`config.mk`:
```
export PLATFORM = sky130hd
export DESIGN_NAME = zigbee_io_mux
export DESIGN_NICKNAME = d
export VERILOG_FILES = /design/src/rtl/zigbee_io_pkg.sv /design/src/rtl/zigbee_sync_bus.sv /design/src/rtl/zigbee_io_mux.sv
export SDC_FILE = /design/constraint.sdc
export NUM_CORES = 1
export LEC_CHECK = 0
export ABC_AREA = 1
export CORE_MARGIN = 2
export CORE_UTILIZATION = 45
export DETAILED_ROUTE_END_ITERATION = 12
export MAX_ROUTING_LAYER = met4
export PLACE_DENSITY = 0.86
export SLEW_MARGIN = 20
export SYNTH_ARGS = -nofsm -noshare
export SYNTH_HDL_FRONTEND = slang
export SYNTH_SLANG_ARGS = --single-unit
export TNS_END_PERCENT = 20
```
`constraint.sdc`:
```
create_clock -name clk_i -period 3.95 [get_ports clk_i]
set_input_delay 0.79 -clock clk_i [delete_from_list [all_inputs] [get_ports clk_i]]
set_output_delay 0.79 -clock clk_i [all_outputs]
set_load 0.005 [all_outputs]
```
`src/rtl/zigbee_io_pkg.sv`:
```
// Shared types and default bus widths for the zigbee pad-mux slice.
// IN_W/OUT_W defaults are the same values zigbee_platform uses for its pad ring.
package zigbee_io_pkg;

    localparam int IN_W_DEF  = 22;
    localparam int OUT_W_DEF = 18;

    typedef enum logic [1:0] {
        MODE0 = 2'd0,
        MODE1 = 2'd1,
        MODE2 = 2'd2,
        MODE3 = 2'd3
    } mode_t;

    typedef enum logic [1:0] {
        ST_ACTIVE  = 2'd0,
        ST_QUALIFY = 2'd1,
        ST_BLANK   = 2'd2
    } state_t;

    function automatic int max2(input int a, input int b);
        return (a > b) ? a : b;
    endfunction

endpackage

```
`src/rtl/zigbee_sync_bus.sv`:
```
// Plain flop-chain synchroniser for asynchronous pad inputs.
// Bits are synchronised independently; there is no bus coherency.
module zigbee_sync_bus #(
    parameter int W      = 1,
    parameter int STAGES = 2
) (
    input  logic         clk_i,
    input  logic         reset_i,
    input  logic [W-1:0] d_i,
    output logic [W-1:0] q_o
);

    logic [W-1:0] r_chain [STAGES];

    always_ff @(posedge clk_i or posedge reset_i) begin
        if (reset_i) begin
            for (int i = 0; i < STAGES; i++) r_chain[i] <= '0;
        end else begin
            r_chain[0] <= d_i;
            for (int i = 1; i < STAGES; i++) r_chain[i] <= r_chain[i-1];
        end
    end

    assign q_o = r_chain[STAGES-1];

endmodule

```
`src/rtl/zigbee_io_mux.sv`:
```
// Pad-mux stage: synchronises pad inputs and mode select, qualifies mode
// changes and drives registered pad outputs, blanking them while switching.
module zigbee_io_mux
    import zigbee_io_pkg::*;
#(
    parameter int IN_W         = IN_W_DEF,
    parameter int OUT_W        = OUT_W_DEF,
    parameter int SYNC_STAGES  = 2,
    parameter int SEL_STABLE   = 4,
    parameter int BLANK_CYCLES = 2
) (
    input  logic             clk_i,
    input  logic             reset_i,
    input  logic [1:0]       sel_i,
    input  logic [IN_W-1:0]  mux_i,
    output logic [OUT_W-1:0] mux_o,
    input  logic [OUT_W-1:0] src0_i,
    input  logic [OUT_W-1:0] src1_i,
    input  logic [OUT_W-1:0] src2_i,
    input  logic [OUT_W-1:0] src3_i,
    output logic [IN_W-1:0]  in_o,
    output logic [1:0]       mode_o,
    output logic             switching_o
);

    localparam int CNT_W = $clog2(max2(SEL_STABLE, BLANK_CYCLES) + 1);

    logic [1:0]       w_sel_raw;
    mode_t            w_sel_s;
    logic [OUT_W-1:0] w_src;
    logic [CNT_W-1:0] w_cnt_inc;

    state_t           r_state;
    mode_t            r_mode;
    mode_t            r_cand;
    logic [CNT_W-1:0] r_cnt;
    logic [OUT_W-1:0] r_mux;
    logic             r_switching;

    zigbee_sync_bus #(.W(IN_W), .STAGES(SYNC_STAGES)) u_sync_in (
        .clk_i   (clk_i),
        .reset_i (reset_i),
        .d_i     (mux_i),
        .q_o     (in_o)
    );

    zigbee_sync_bus #(.W(2), .STAGES(SYNC_STAGES)) u_sync_sel (
        .clk_i   (clk_i),
        .reset_i (reset_i),
        .d_i     (sel_i),
        .q_o     (w_sel_raw)
    );

    assign w_sel_s   = mode_t'(w_sel_raw);
    assign w_cnt_inc = r_cnt + CNT_W'(1);

    always_comb begin
        w_src = '0;
        case (r_mode)
            MODE0: w_src = src0_i;
            MODE1: w_src = src1_i;
            MODE2: w_src = src2_i;
            MODE3: w_src = src3_i;
            default: w_src = '0;
        endcase
    end

    // mux_o is already zeroed on the edge that enters BLANK, so the pads show
    // zero for every cycle switching_o reports BLANK.
    always_ff @(posedge clk_i or posedge reset_i) begin
        if (reset_i) begin
            r_state     <= ST_ACTIVE;
            r_mode      <= MODE0;
            r_cand      <= MODE0;
            r_cnt       <= '0;
            r_mux       <= '0;
            r_switching <= 1'b0;
        end else begin
            case (r_state)
                ST_ACTIVE: begin
                    r_mux <= w_src;
                    if (w_sel_s != r_mode) begin
                        r_cand      <= w_sel_s;
                        r_cnt       <= CNT_W'(1);
                        r_state     <= ST_QUALIFY;
                        r_switching <= 1'b1;
                    end
                end
                ST_QUALIFY: begin
                    if (w_sel_s == r_mode) begin
                        r_mux       <= w_src;
                        r_cnt       <= '0;
                        r_state     <= ST_ACTIVE;
                        r_switching <= 1'b0;
                    end else if (w_sel_s != r_cand) begin
                        r_mux  <= w_src;
                        r_cand <= w_sel_s;
                        r_cnt  <= CNT_W'(1);
                    end else if (w_cnt_inc >= CNT_W'(SEL_STABLE)) begin
                        r_mux   <= '0;
                        r_cnt   <= '0;
                        r_state <= ST_BLANK;
                    end else begin
                        r_mux <= w_src;
                        r_cnt <= w_cnt_inc;
                    end
                end
                ST_BLANK: begin
                    r_mux <= '0;
                    if (r_cnt == CNT_W'(BLANK_CYCLES - 1)) begin
                        r_mode      <= r_cand;
                        r_cnt       <= '0;
                        r_state     <= ST_ACTIVE;
                        r_switching <= 1'b0;
                    end else begin
                        r_cnt <= w_cnt_inc;
                    end
                end
                default: begin
                    r_mux       <= '0;
                    r_cnt       <= '0;
                    r_state     <= ST_ACTIVE;
                    r_switching <= 1'b0;
                end
            endcase
        end
    end

    assign mux_o       = r_mux;
    assign mode_o      = r_mode;
    assign switching_o = r_switching;

endmodule

```
Yosys cells after proc, flatten, opt, wreduce, memory -nomap -nowiden
Cells that the tools add are included.
Widths: inputs -> output; s select.
- register bits after elaboration: 76
- latch bits: 0
- bits in writable memories: 0
- ROM bits: 0
- output and inout port bits: 43
- word-level logic and storage cells: 60
- memories kept: 0
- add/subtract/negate cells: 1
- multipliers: 0
- div/mod/pow operators: 0
- order comparisons: 1
- eq/ne operators: 16
- shift-type cells: 0
- muxes and demuxes: 25
- bitwise gates (word level): 0
- reduce and logical (&&, ||, !) cells: 7
- operators by type and width (cell ; count):
    $pmux 18 s4 ; 1
    $mux 18 ; 3
    $pmux 18 s2 ; 1
    $mux 2 ; 8
    $mux 3 ; 5
    $ne 2x2->1 const B ; 5
    $pmux 3 s3 ; 1
    $reduce_and 4->1 ; 2
    $eq 2x2->1 const B ; 3
    $ne 3x3->1 const B ; 2
    $pmux 2 s3 ; 1
    $eq 2x1->1 const B ; 2
    $logic_not 2->1 ; 2
    $ne 2x2->1 ; 2
    $pmux 2 s2 ; 1
    $add 3x1->3 const B ; 1
    $eq 3x1->1 const B ; 1
    $ge 3x3->1 const B ; 1
    $mux 1 ; 3
    $pmux 1 s3 ; 1
    $reduce_and 3->1 ; 1
    $eq 2x2->1 ; 1
    $reduce_and 2->1 ; 1
    $reduce_bool 2->1 ; 1

Depth between registers and ports, before layout
Gate-level depths: netlist (run 1).
- depth after elaboration: 6
- mapped depth: 10

Modules after synthesis
A second synthesis (run 1) with hierarchy kept.
- cell total of the unflattened synthesis: 301
- area, all modules: 3081.7 sq um
- by module, submodules not included (module ; times used ; cells each ; area each (sq um) ; sequential area each (sq um)):
    zigbee_io_mux ; 1 ; 227 ; 1692.9 ; 700.7
    zigbee_sync_bus (u_sync_in) ; 1 ; 67 ; 1270.0 ; 1101.1
    zigbee_sync_bus (u_sync_sel) ; 1 ; 7 ; 118.9 ; 100.1

Worst setup path before layout (run 1)
OpenSTA, ideal clock, no wires.
- kind: reg2reg
- start: register r_cnt[0]
- end: register r_state[1]
- library setup time: 0.120 ns
- arrival: 1.401 ns
- data required time: 3.830 ns
- path slack: 2.429 ns
- cell stages (with the launch flop): 8
- path through: dfrtp_1 -> ha_1 -> xnor2_1 -> nand3_1 -> nand2_1 -> nor2_1 -> nand2_1 -> nand2_1
- cells in the longest elaborated chain, start to end: 4
- elaborated cells on any way between the ends: 6
- ends and longest elaborated chain (item ; RTL line ; RTL):
    from (decl) ; zigbee_io_mux.sv:36 ; logic [CNT_W-1:0] r_cnt;
    from (signal assigned) ; zigbee_io_mux.sv:105 ; r_cnt <= w_cnt_inc;
    from (signal assigned) ; zigbee_io_mux.sv:116 ; r_cnt <= w_cnt_inc;
    $add 3x1->3 ; zigbee_io_mux.sv:55 ; assign w_cnt_inc = r_cnt + CNT_W'(1);
    $ge 3x3->1 ; zigbee_io_mux.sv:99 ; end else if (w_cnt_inc >= CNT_W'(SEL_STABLE)) begin
    $ne 3x3->1 (no source line) ; -- ;
    $reduce_and 4->1 (no source line) * ; -- ;
    to (signal assigned) ; zigbee_io_mux.sv:72 ; r_state <= ST_ACTIVE;
    to (signal assigned) ; zigbee_io_mux.sv:102 ; r_state <= ST_BLANK;
    to (signal assigned) ; zigbee_io_mux.sv:113 ; r_state <= ST_ACTIVE;
    to (decl) ; zigbee_io_mux.sv:33 ; state_t r_state;
Mark *: on every way between the ends. The rest lies on a longest branch, timed or not.
A chain may end at the register's enable or synchronous reset.

Worst setup path in the final report (run 1)
- start: register r_mode[0], in the netlist mode_o[0]
- end: output mode_o[0]
- RTL lines (item ; RTL line ; RTL):
    from (decl) ; zigbee_io_mux.sv:34 ; mode_t r_mode;
    from (signal assigned) ; zigbee_io_mux.sv:111 ; r_mode <= r_cand;
    to (decl) ; zigbee_io_mux.sv:22 ; output logic [1:0] mode_o,
No word-level cell between the ends.

==> flow_summary.ini, run 1 <==
[floorplanning]
core_um2 = 6760
rows = 30
die_area_um2 = 7600
die_x_um = 87.2
start_util_pct = 46.1
die_h_um = 87.2
io-pin-count = 141

[grt]
grtUsageTotal_pct = 20.3
grt_remaining_overflow = 0
grt_antenna_before_repair = 0
grt_max_degree = 60
grt_pass1_wl_um = 11100
grt_pass1_vias = 2424

[min_path]
hp-class = reg2reg

[clock_tree]
insertion_delay_ns = 0.34
cts_post_setup_buffers_inserted = 0
cts_max_level = 3
ctsHoldBuffers = 0
clk_pin_slew_ns = 0.07
ctsResizeCount = 0
cts_tree = yes
clock_sinks = 76
cts_root_buf = clkbuf_8
cts.path.max_buffers = 2
cts_made_buffers = 9

[route]
drt_pass1_iterations = 4
drt_iter0_drc = 92
via_per_inst = 4.93
drt_wl_total_um = 7220
via_count = 2487
drc = 0
routedWlPerCell_um = 14.3
ant_nets = 0

[timing]
hold_violations = 0
finClkSkew_ns = 0.00707
maxSlewHeadroom_pct = 31.6
period_needed_ns = 2.19
min_period_over_period_pct = 55.4
finalSetupViolCount = 0
setup-tns-final_ns = 0
rsz0062_at_grt = false
maxSlewViolCount = 0
max_freq_mhz = 457
worst_slew_pin_slew_ns = 1.03
holdWs_ns = 0.344
fin_ws_ns = 1.76

[setup_path]
worstPathRequired_ns = 3.16
cp_slowest_cell = clkdlybuf4s50_1
cp_data_arrival_time_ns = 1.40
crit_path_end_kind = output pin
crit_type = reg2out
path_cells = clkdlybuf4s50_1
critPathBufInv = 1
cp-start-kind = register
cp_top_family = buffers and inverters
crit_path_max_fanout = 6
cpPeakStageDelay_ns = 0.57

[placed_design]
place_congestion = 0.872
numPortBuffers = 140
dp_slack_ns = 1.77
dp_hpwl_um = 5390

[pwr]
ir_drop_v = 0.000378
power_density_nw_per_um2 = 579
leakagePower_nw = 2.03
finalPower_mw = 2.66

[finish]
synthToLayoutAreaGrowth_pct = 47.5
diodes = 0
drive_above_1_share_pct = 11.3
final_core_util_pct = 68.0
final_nets = 519

[yosys]
ys_warn_count = 0
ys_seq_area_share_pct = 61.1
syn_area_per_cell_um2 = 10.4
synth_cells = 298
synth-seq-cells = 76
syn-cell-area_um2 = 3110
synthesis.nets = 398
synth_cell_types = 25

[flow_run]
cap_violations = 0

[run_status]
outcome = complete, no violations
-- registers in the layout (all words and copies together), names as in the netlist --
signal and cells:
u_sync_in.q_o 22, u_sync_in.r_chain 22, mux_o 18, r_cnt 3, mode_o 2, r_cand 2
r_state 2, u_sync_sel.q_o 2, u_sync_sel.r_chain 2, switching_o 1
-- where the power goes --
| group | internal, mW | total [mW] | switching (mW) |
|---|---|---|---|
| Sequential | 0.938 | 1.04 | 0.101 |
| Combinational | 0.516 | 1.05 | 0.536 |
| Clock | 0.309 | 0.568 | 0.259 |
-- logic make-up after synthesis --
group | after synthesis | share of synthesized area (%)
AOI/OAI and AO/OA | 32 | 5.14
DFF | 76 | 61.1
buffers and inverters | 50 | 9.53
and+or+nand+nor | 137 | 23.2
adders and majority gates | 2 | 0.804
xor gates and xnor gates | 1 | 0.281
-- per-stage QoR --
stage                     instances  area (um2)
after CTS                       504        4590
after global placement          488        4400
after global routing            504        4590
after detailed placement        488        4400
after floorplan                 298        3110
final                           504        4590
-- per-layer routing --
layer,vias to the layer above,part of all wire (%),GRT usage (%)
li1,1181,-,-
met1,1195,42,24.3
met2,100,50,32.0
met3,11,6.1,6.64
met4,0,1.8,7.55
met5,-,0,-
-- final timing paths --
| path | startpoint | end | slack (ns) | cells after the start |
|---|---|---|---|---|
| setup / recovery | mode_o[0]$_DFFE_PP0P_ | mode_o[0] | 1.76 | 1 |
| hold / removal | u_sync_in.r_chain[29]$_DFF_PP0_ | u_sync_in.q_o[7]$_DFF_PP0_ | 0.34 | 0 |
| setup reg to reg | mode_o[0]$_DFFE_PP0P_ | mux_o[10]$_DFF_PP0_ | 1.96 | 4 |
| hold reg to reg | u_sync_in.r_chain[29]$_DFF_PP0_ | u_sync_in.q_o[7]$_DFF_PP0_ | 0.34 | 0 |
| max in group asynchronous | reset_i | u_sync_in.q_o[14]$_DFF_PP0_ | 2.31 | 3 |
| min in group asynchronous | reset_i | u_sync_in.r_chain[27]$_DFF_PP0_ | 0.93 | 2 |
-- cells in the mapped netlist, drive strengths merged --
cell type	instances	share of area, %
inv	19	2.3
clkbuf	1	0.12
o21ai	31	5.0
or2	1	0.20
ha	2	0.80
nand2	89	12
nand3	7	1.1
nor2	8	2.0
buf	30	7.1
xnor2	1	0.28
nand4	13	2.6
nor3	19	5.6
a21oi	1	0.16
dfrtp	76	61
-- placed cells by master, fill, tap and decap left out --
cell type	instances
nor2_1	4
clkbuf_1	2
nand4_1	13
dfrtp_1	76
clkdlybuf4s50_1	140
xnor2_1	1
o21ai_0	25
nor2_8	1
a21oi_1	1
nor3_2	16
clkinv_4	1
nand2_2	4
nor3_1	3
buf_4	1
bufinv_16	1
inv_4	1
clkbuf_8	10
clkinv_2	2
nand2_1	83
inv_1	13
nand3_1	7
o21ai_1	6
ha_1	2
or2_2	1
inv_2	5
nand2_4	2
nor2_4	2
nor2_2	1
-- layout make-up --
type | instances | area (um2)
Clock inverter | 4 | 48.8
Tap cell | 80 | 100
Timing Repair Buffer | 141 | 1410
Fill cell | 525 | 2160
Clock buffer | 12 | 145
Inverter | 19 | 73.8
Multi-Input combinational cell | 172 | 915
Sequential cell | 76 | 1900
No activity file was read; power rests on OpenSTA's default activity.
==> inputs of run 2 (changes only) <==
- CORE_UTILIZATION: 45 -> 41
- PLACE_DENSITY: 0.86 -> 0.79
- clock period: 3.95 -> 2.3 ns (I/O delays scaled with it)
==> run 2 against run 1 <==
  * Non-clock buffer count increased by 3
  * Largest power group unchanged
  * Power up 78%
  * Sequential power increased by 68%
  * Flip-flop and latch count unchanged
  * Worst hold slack improved by 0.0060 ns
  * Sequential share of layout area shrank 0.68 points
  * Combinational power grew 78%
  * Setup slack got worse by 1.3 ns
  * Critical path depth stayed put
  * Routed wire length up 8.2%
  * Critical endpoint is now mode_o[1]
==> flow_summary.ini, run 2 (synthesized netlist as in run 1, its figures left out) <==
[run_status]
outcome = complete, no violations

[clock_tree]
cts_max_level = 3
insertion_delay_ns = 0.34
ctsResizeCount = 0
cts_made_buffers = 9
cts_post_setup_buffers_inserted = 0
clk_pin_slew_ns = 0.07
clock_sinks = 76
cts_tree = yes
cts.path.max_buffers = 2
ctsHoldBuffers = 0
cts_root_buf = clkbuf_8

[setup_path]
crit_type = reg2out
worstPathRequired_ns = 1.84
cp-start-kind = register
crit_path_max_fanout = 6
cpPeakStageDelay_ns = 0.55
cp_slowest_cell = clkdlybuf4s50_1
path_cells = clkdlybuf4s50_1
cp_data_arrival_time_ns = 1.36
critPathBufInv = 1
cp_top_family = buffers and inverters
crit_path_end_kind = output pin

[placed_design]
dp_hpwl_um = 6070
place_congestion = 0.904
numPortBuffers = 140
dp_slack_ns = 0.646
dp.cells = 510

[finish]
final_core_util_pct = 64.0
drive_above_1_share_pct = 12.4
mostFrequentLayoutCell = clkdlybuf4s50_1
synthToLayoutAreaGrowth_pct = 50.0
layout.cells.non_filler = 526
final_nets = 522
diodes = 0
final_cell_mix = clkdlybuf4s50_1, nand2_1, dfrtp_1

[floorplanning]
core_um2 = 7290
rows = 31
die_x_um = 91.1
io-pin-count = 141
start_util_pct = 42.7
die_h_um = 91.1
die_area_um2 = 8310

[pwr]
power_density_nw_per_um2 = 1010
leakagePower_nw = 2.05
ir_drop_v = 0.000533

[grt]
grtUsageTotal_pct = 20.2
grt_pass1_wl_um = 12700
grt_pass1_vias = 2575
grt_remaining_overflow = 0
grt_antenna_before_repair = 0
grt_max_degree = 41

[timing]
rsz0062_at_grt = false
min_period_over_period_pct = 79.3
setup-tns-final_ns = 0
holdWs_ns = 0.350
finalSetupViolCount = 0
fin_ws_ns = 0.475
maxSlewHeadroom_pct = 60.5
finClkSkew_ns = 0.00367
max_freq_mhz = 548
hold_violations = 0
period_needed_ns = 1.82
maxSlewViolCount = 0
worst_slew_pin_slew_ns = 0.588

[route]
drt_pass1_iterations = 4
drc = 0
drt_iter0_drc = 72
via_count = 2485
ant_nets = 0
routedWlPerCell_um = 14.8
drt_wl_total_um = 7810
via_per_inst = 4.72

[flow_run]
cap_violations = 0

[min_path]
hp-class = reg2reg
-- run 2: changes by cell type in the layout (fill, tap and decap cells not counted) --
cell	previous run	this run
buf_4	1	4
clkbuf_1	2	0
clkinvlp_4	0	2
bufinv_16	1	2
clkbuf_8	10	9
clkinv_2	2	1
clkinv_4	1	2
inv_4	1	0
inv_6	0	1
-- run 2: worst paths after layout --
kind	from	to	slack [ns]	cells past startpoint
min reg2reg	u_sync_in.r_chain[33]$_DFF_PP0_	u_sync_in.q_o[11]$_DFF_PP0_	0.35	0
min in group asynchronous	reset_i	u_sync_in.r_chain[27]$_DFF_PP0_	0.60	3
max reg2reg	r_cnt[0]$_DFFE_PP0N_	r_cnt[0]$_DFFE_PP0N_	0.59	8
min	u_sync_in.r_chain[33]$_DFF_PP0_	u_sync_in.q_o[11]$_DFF_PP0_	0.35	0
max	mode_o[1]$_DFFE_PP0P_	mode_o[1]	0.48	1
max in group asynchronous	reset_i	mux_o[10]$_DFF_PP0_	1.35	3
-- run 2: metal layers --
layer / track usage, % / wire (um) / up-vias
li1: - / - / 1187
met1: 22.1 / 3000 / 1177
met2: 34.9 / 4060 / 107
met3: 6.06 / 583 / 14
met4: 7.20 / 160 / 0
met5: - / 0 / -
-- run 2: per-stage QoR --
stage          area (um2)  power (mW)
6_report             4670        4.73
5_1_grt              4670        5.09
4_1_cts              4670        4.79
3_5_place_dp         4450        3.67
3_3_place_gp         4450        3.60
2_1_floorplan        3120        2.83
-- run 2: power breakdown --
| part | internal [mW] | total, mW | switching, mW |
|---|---|---|---|
| clock | 0.616 | 1.11 | 0.493 |
| sequential | 1.61 | 1.75 | 0.139 |
| combinational | 0.905 | 1.87 | 0.970 |
| total | 3.13 | 4.73 | 1.60 |
-- run 2: final cells by class --
type                    count  area, um2
flip-flops and latches     76       1900
well taps                  99        124
multi-input cells         172        915
clock inverters             7       98.8
repair buffers            144       1430
clock buffers               9        124
inverters                  19       75.1
fillers                   589       2620
-- run 2: worst reg2reg max path, stage by stage, from the launching register on --
cell	delay, ns
dfrtp_1	0.44
ha_1	0.23
xnor2_1	0.50
nand3_1	0.14
nand2_1	0.13
nand2_1	0.06
nand2_1	0.06
nand2_1	0.04
nand2_1	0.06
==> inputs of run 3 (changes only) <==
- clock period: 2.3 -> 1.7 ns (I/O delays scaled with it)
==> run 3 against run 2 <==
  * Die area is the same
  * Clock power up 50%
  * Global-route usage decreased by 0.78 points
  * Cell area grew 2.0%
  * Critical path depth unchanged
==> flow_summary.ini, run 3 (synthesized netlist as in run 1, its figures left out) <==
[setup_path]
crit_path_max_fanout = 6
r2r_end = mux_o[0]$_DFF_PP0_
critPathBufInv = 1
crit_start = mode_o[0]$_DFFE_PP0P_
path_cells = clkdlybuf4s50_1
cp_top_family = buffers and inverters
worstPathRequired_ns = 1.36
cp_slowest_cell = clkdlybuf4s50_1
cpPeakStageDelay_ns = 0.53
crit_path_end_kind = output pin
cp-start-kind = register
r2r_cells = 8
reg2reg_slack_ns = 0.24
cp_data_arrival_time_ns = 1.29
crit_type = reg2out
rr_startpoint = u_sync_sel.q_o[1]$_DFF_PP0_

[placed_design]
numPortBuffers = 140
dp.cells = 514
dp_slack_ns = 0.201
dp_hpwl_um = 6000
place_area_um2 = 4500
place_congestion = 0.854

[timing]
maxSlewHeadroom_pct = 75.9
setup-tns-final_ns = 0
max_freq_mhz = 612
finClkSkew_ns = 0.00642
min_period_over_period_pct = 96.2
worst_slew_pin_slew_ns = 0.361
hold_violations = 0
maxSlewViolCount = 0
fin_ws_ns = 0.0653
rsz0062_at_grt = false
period_needed_ns = 1.63
finalSetupViolCount = 0
holdWs_ns = 0.351

[route]
via_per_inst = 4.70
ant_nets = 0
drc = 0
drt_pass1_iterations = 4
routedWlPerCell_um = 14.4
drt_wl_total_um = 7650
drt_iter0_drc = 51
via_count = 2497

[finish]
multiInputGateArea_um2 = 915
mostFrequentLayoutCell = clkdlybuf4s50_1
diodes = 0
finalInstanceArea_um2 = 4760
final_cell_mix = clkdlybuf4s50_1, nand2_1, dfrtp_1
regArea_um2 = 1900
final_nets = 527
drive_above_1_share_pct = 13.7
layout.cells.non_filler = 531
final_core_util_pct = 65.3
synthToLayoutAreaGrowth_pct = 52.9
nFillCells = 574

[floorplanning]
rows = 31
io-pin-count = 141
die_h_um = 91.1
die_area_um2 = 8310
core_um2 = 7290
start_util_pct = 42.7
die_x_um = 91.1

[pwr]
clkPwrFrac_pct = 24.9
ir_drop_v = 0.000641
combPwrFrac_pct = 39.7
leakagePower_nw = 2.09
power_switching_share_pct = 32.3
power_density_nw_per_um2 = 1400
power.internal_mw = 4.52
finalPower_mw = 6.67
power_frac_seq_pct = 35.4
power.switching_mw = 2.16

[min_path]
hp-start = u_sync_in.r_chain[32]$_DFF_PP0_
whs_path_depth = 0
hp-class = reg2reg
hold-path-endpoint = u_sync_in.q_o[10]$_DFF_PP0_

[grt]
grt_antenna_before_repair = 0
grt_pass1_vias = 2510
grt_pass1_wl_um = 12100
grt_max_degree = 45
grtUsageTotal_pct = 19.4
grt_remaining_overflow = 0

[flow_run]
cap_violations = 0

[clock_tree]
cts_tree = yes
ctsHoldBuffers = 0
cts.path.max_buffers = 2
cts_root_buf = clkbuf_8
cts_max_level = 3
clock_sinks = 76
insertion_delay_ns = 0.34
clk_pin_slew_ns = 0.07
cts_made_buffers = 9

[run_status]
outcome = complete, no violations
[run 3: cell count changes in the layout (fill, tap and decap cells not counted), sizes merged]
cell      delta
clkinv       -2
clkbuf       +2
bufinv       +1
clkinvlp     -1
buf          +5
[run 3: power by group through the flow]
stage / combinational (mW) / sequential [mW] / clock, mW
5_1_grt: 2.94 / 2.40 / 1.79
6_report: 2.65 / 2.36 / 1.66
3_3_place_gp: 2.57 / 2.39 / 0
3_5_place_dp: 2.64 / 2.40 / 0
4_1_cts: 2.66 / 2.37 / 1.70
2_1_floorplan: 1.44 / 2.39 / 0
[run 3: layer usage]
metal  wire (um)  share of wire [%]  GRT usage, %
met5           0                  0             -
met4         115                1.5          5.30
met3         625                8.2          7.63
met2        3960                 52          32.8
met1        2950                 39          21.4
[run 3: layout make-up]
type                       instances  share of cell area, %
clock buffer                      11                   2.97
timing repair buffer             149                   31.4
clock inverter                     5                   2.26
multi-input combinational        172                   19.2
sequential                        76                   40.0
tap                               99                   2.60
inverter                          19                   1.58
[run 3: worst max-delay path by stage]
| stage | slack (ns) | cells past startpoint | to |
|---|---|---|---|
| floorplan | 0.18 | 7 | r_state[1]$_DFFE_PP0P_ |
| global placement | 0.25 | 7 | mux_o[0]$_DFF_PP0_ |
| detailed placement | 0.20 | 7 | mux_o[0]$_DFF_PP0_ |
| CTS | 0.02 | 1 | mode_o[1] |
| global route | 0.02 | 1 | mode_o[1] |
| finish | 0.07 | 1 | mode_o[0] |
[run 3: repair_timing]
| item | CTS | global route |
|---|---|---|
| setup buffers | 0 | 1 |
| resized for setup | 2 | 0 |
| setup endpoints to repair | 2 | 1 |
| endpoints found under the hold margin | 0 | 0 |
| pin swaps | 0 | 0 |
[run 3: worst reg2reg max path, delay by kind of cell, from the launching register on]
family                 cells  cell delay [ns]
AND/OR/NAND/NOR            7             0.86
flip-flops                 1             0.41
buffers and inverters      1             0.08
==> variant, RTL diff (settings of run 2) <==
Make the reset (`reset_i`) synchronous in 2 clocked blocks. Comments in the files are not updated.
--- a/src/rtl/zigbee_sync_bus.sv
+++ b/src/rtl/zigbee_sync_bus.sv
@@ -13,5 +13,5 @@
     logic [W-1:0] r_chain [STAGES];
 
-    always_ff @(posedge clk_i or posedge reset_i) begin
+    always_ff @(posedge clk_i) begin
         if (reset_i) begin
             for (int i = 0; i < STAGES; i++) r_chain[i] <= '0;
--- a/src/rtl/zigbee_io_mux.sv
+++ b/src/rtl/zigbee_io_mux.sv
@@ -68,5 +68,5 @@
     // mux_o is already zeroed on the edge that enters BLANK, so the pads show
     // zero for every cycle switching_o reports BLANK.
-    always_ff @(posedge clk_i or posedge reset_i) begin
+    always_ff @(posedge clk_i) begin
         if (reset_i) begin
             r_state     <= ST_ACTIVE;
Function: differs if reset_i is asserted again (counterexample within 4 cycles, from zero or initial values and one cycle with reset_i high); with reset_i held inactive, the same outputs for 10 cycles.
==> variant against run 2 <==
  * Wire length is 3.1% higher
  * Setup slack worse by 0.073 ns
  * Maximum frequency is 3.9% lower
  * Count of clock-buffer cells in the layout is 1 higher
  * Sequential cell count stayed put
  * Critical path type unchanged
  * Cell count is 20% higher
  * Power is 22% lower
  * Area after synthesis is 0.56% higher
  * Design area is 0.13% lower
==> variant: results (changes against run 2) <==
stage,metric,value,unit,change
run_status,status,finished clean,,unchanged
yosys,synth_seq_area_share,0.4860,,was 0.6109
cells_and_area,fin_util,0.6361,,was 0.6404
global_routing,grt_pass1_wl,13.12,mm,was 12.66 mm
cells_and_area,fill_cells,637,,was 589
global_routing,track_usage,0.2030,,was 0.2019
power,pwr-share-seq,0.417,,was 0.370
global_routing,met2_usage,0.3456,,was 0.3488
global_routing,antenna_found_initial,0,,unchanged
yosys,synth_common_cells,"nor2_1 (77), dfxtp_1 (76), inv_1 (66)",,"was nand2_1 (83), dfrtp_1 (76), o21ai_0 (25)"
global_routing,grt_pass1_vias,2827,,was 2575
yosys,syn-num-nets,512,,was 398
route,drt-total-wl,8.055,mm,was 7.810 mm
place,portBuffers,140,,unchanged
route,dr_wl_met2,3.991,mm,was 4.063 mm
place,dp_cells,614,,was 510
setup_path,crit_fanout,10,,was 6
yosys,yosysMostFrequentCell,nor2_1,,was nand2_1
power,p_clk_frac,0.308,,was 0.234
global_routing,use_met1,0.2328,,was 0.2212
yosys,async_flop_share,0,,was 1.000
route,wl_met1,3.372,mm,was 3.002 mm
setup_path,cp_slowest_stage_delay,0.57,ns,was 0.55 ns
power,p_leak,1.936,nW,was 2.046 nW
yosys,yosysUniqueCellTypes,22,,was 25
global_routing,grt_max_degree,46,,was 41
yosys,syn_area_per_cell,7.598,um2,was 10.45 um2
place,gp_congestion,0.8891,,was 0.9044
power,switchingPower,1.076,mW,was 1.602 mW
place,detailed_place_hpwl,6.058,mm,was 6.067 mm
timing,skew,0.008223,ns,was 0.003668 ns
setup_path,arrival,1.44,ns,was 1.36 ns
cells_and_area,num_antenna_cells,0,,unchanged
cells_and_area,nNetsFinal,626,,was 522
clock_tree,cts-root-buf,clkbuf_8,,unchanged
timing,slew_headroom,0.6761,,was 0.6049
route,wl_met3,615,um,was 583 um
route,drt_iter0_markers,78,,was 72
global_routing,grt_util_met3,0.06805,,was 0.06058
yosys,synth.area.top_cells,"dfxtp_1 (49%), nor2_1 (9.2%), nand3_1 (8.6%)",,"was dfrtp_1 (61%), nand2_1 (10%), buf_4 (5.5%)"
cells_and_area,drive_gt1_frac,0.05650,,was 0.1241
place,pre_cts_slack,0.5388,ns,was 0.6460 ns
cells_and_area,instances_no_fill,630,,was 526
place,placed_cell_area,0.004431,mm2,was 0.004447 mm2
power,ir_drop,753.2,uV,was 532.8 uV
route,via_count,2903,,was 2485
power,powerSeq,1.55,mW,was 1.75 mW
## variant: kinds of logic after synthesis
| group | Yosys count | synth area share |
|---|---|---|
| adders and majority gates | 2 | 0.007992 |
| AOI/OAI and AO/OA | 53 | 0.09952 |
| xor gates and xnor gates | 3 | 0.008395 |
| buffers and inverters | 111 | 0.1651 |
| DFF | 76 | 0.4860 |
| and+or+nand+nor | 167 | 0.2330 |
## variant: layout make-up
cell class,count,area share
Tap cell,99,0.02656
Inverter,69,0.05554
Clock buffer,10,0.02951
Timing Repair Buffer,145,0.3075
Sequential cell,76,0.3263
Multi-Input combinational cell,225,0.2342
Clock inverter,6,0.02039
## variant: final timing paths
check	startpoint	endpoint	slack (ns)	depth (start not counted)
setup / recovery	mode_o[0]	mode_o[0]	0.40	1
hold reg to reg	u_sync_in.r_chain[0][1]	u_sync_in.r_chain[0][23]	0.40	2
hold / removal	u_sync_in.r_chain[0][1]	u_sync_in.r_chain[0][23]	0.40	2
setup reg to reg	mode_o[0]	mux_o[4]	0.53	8
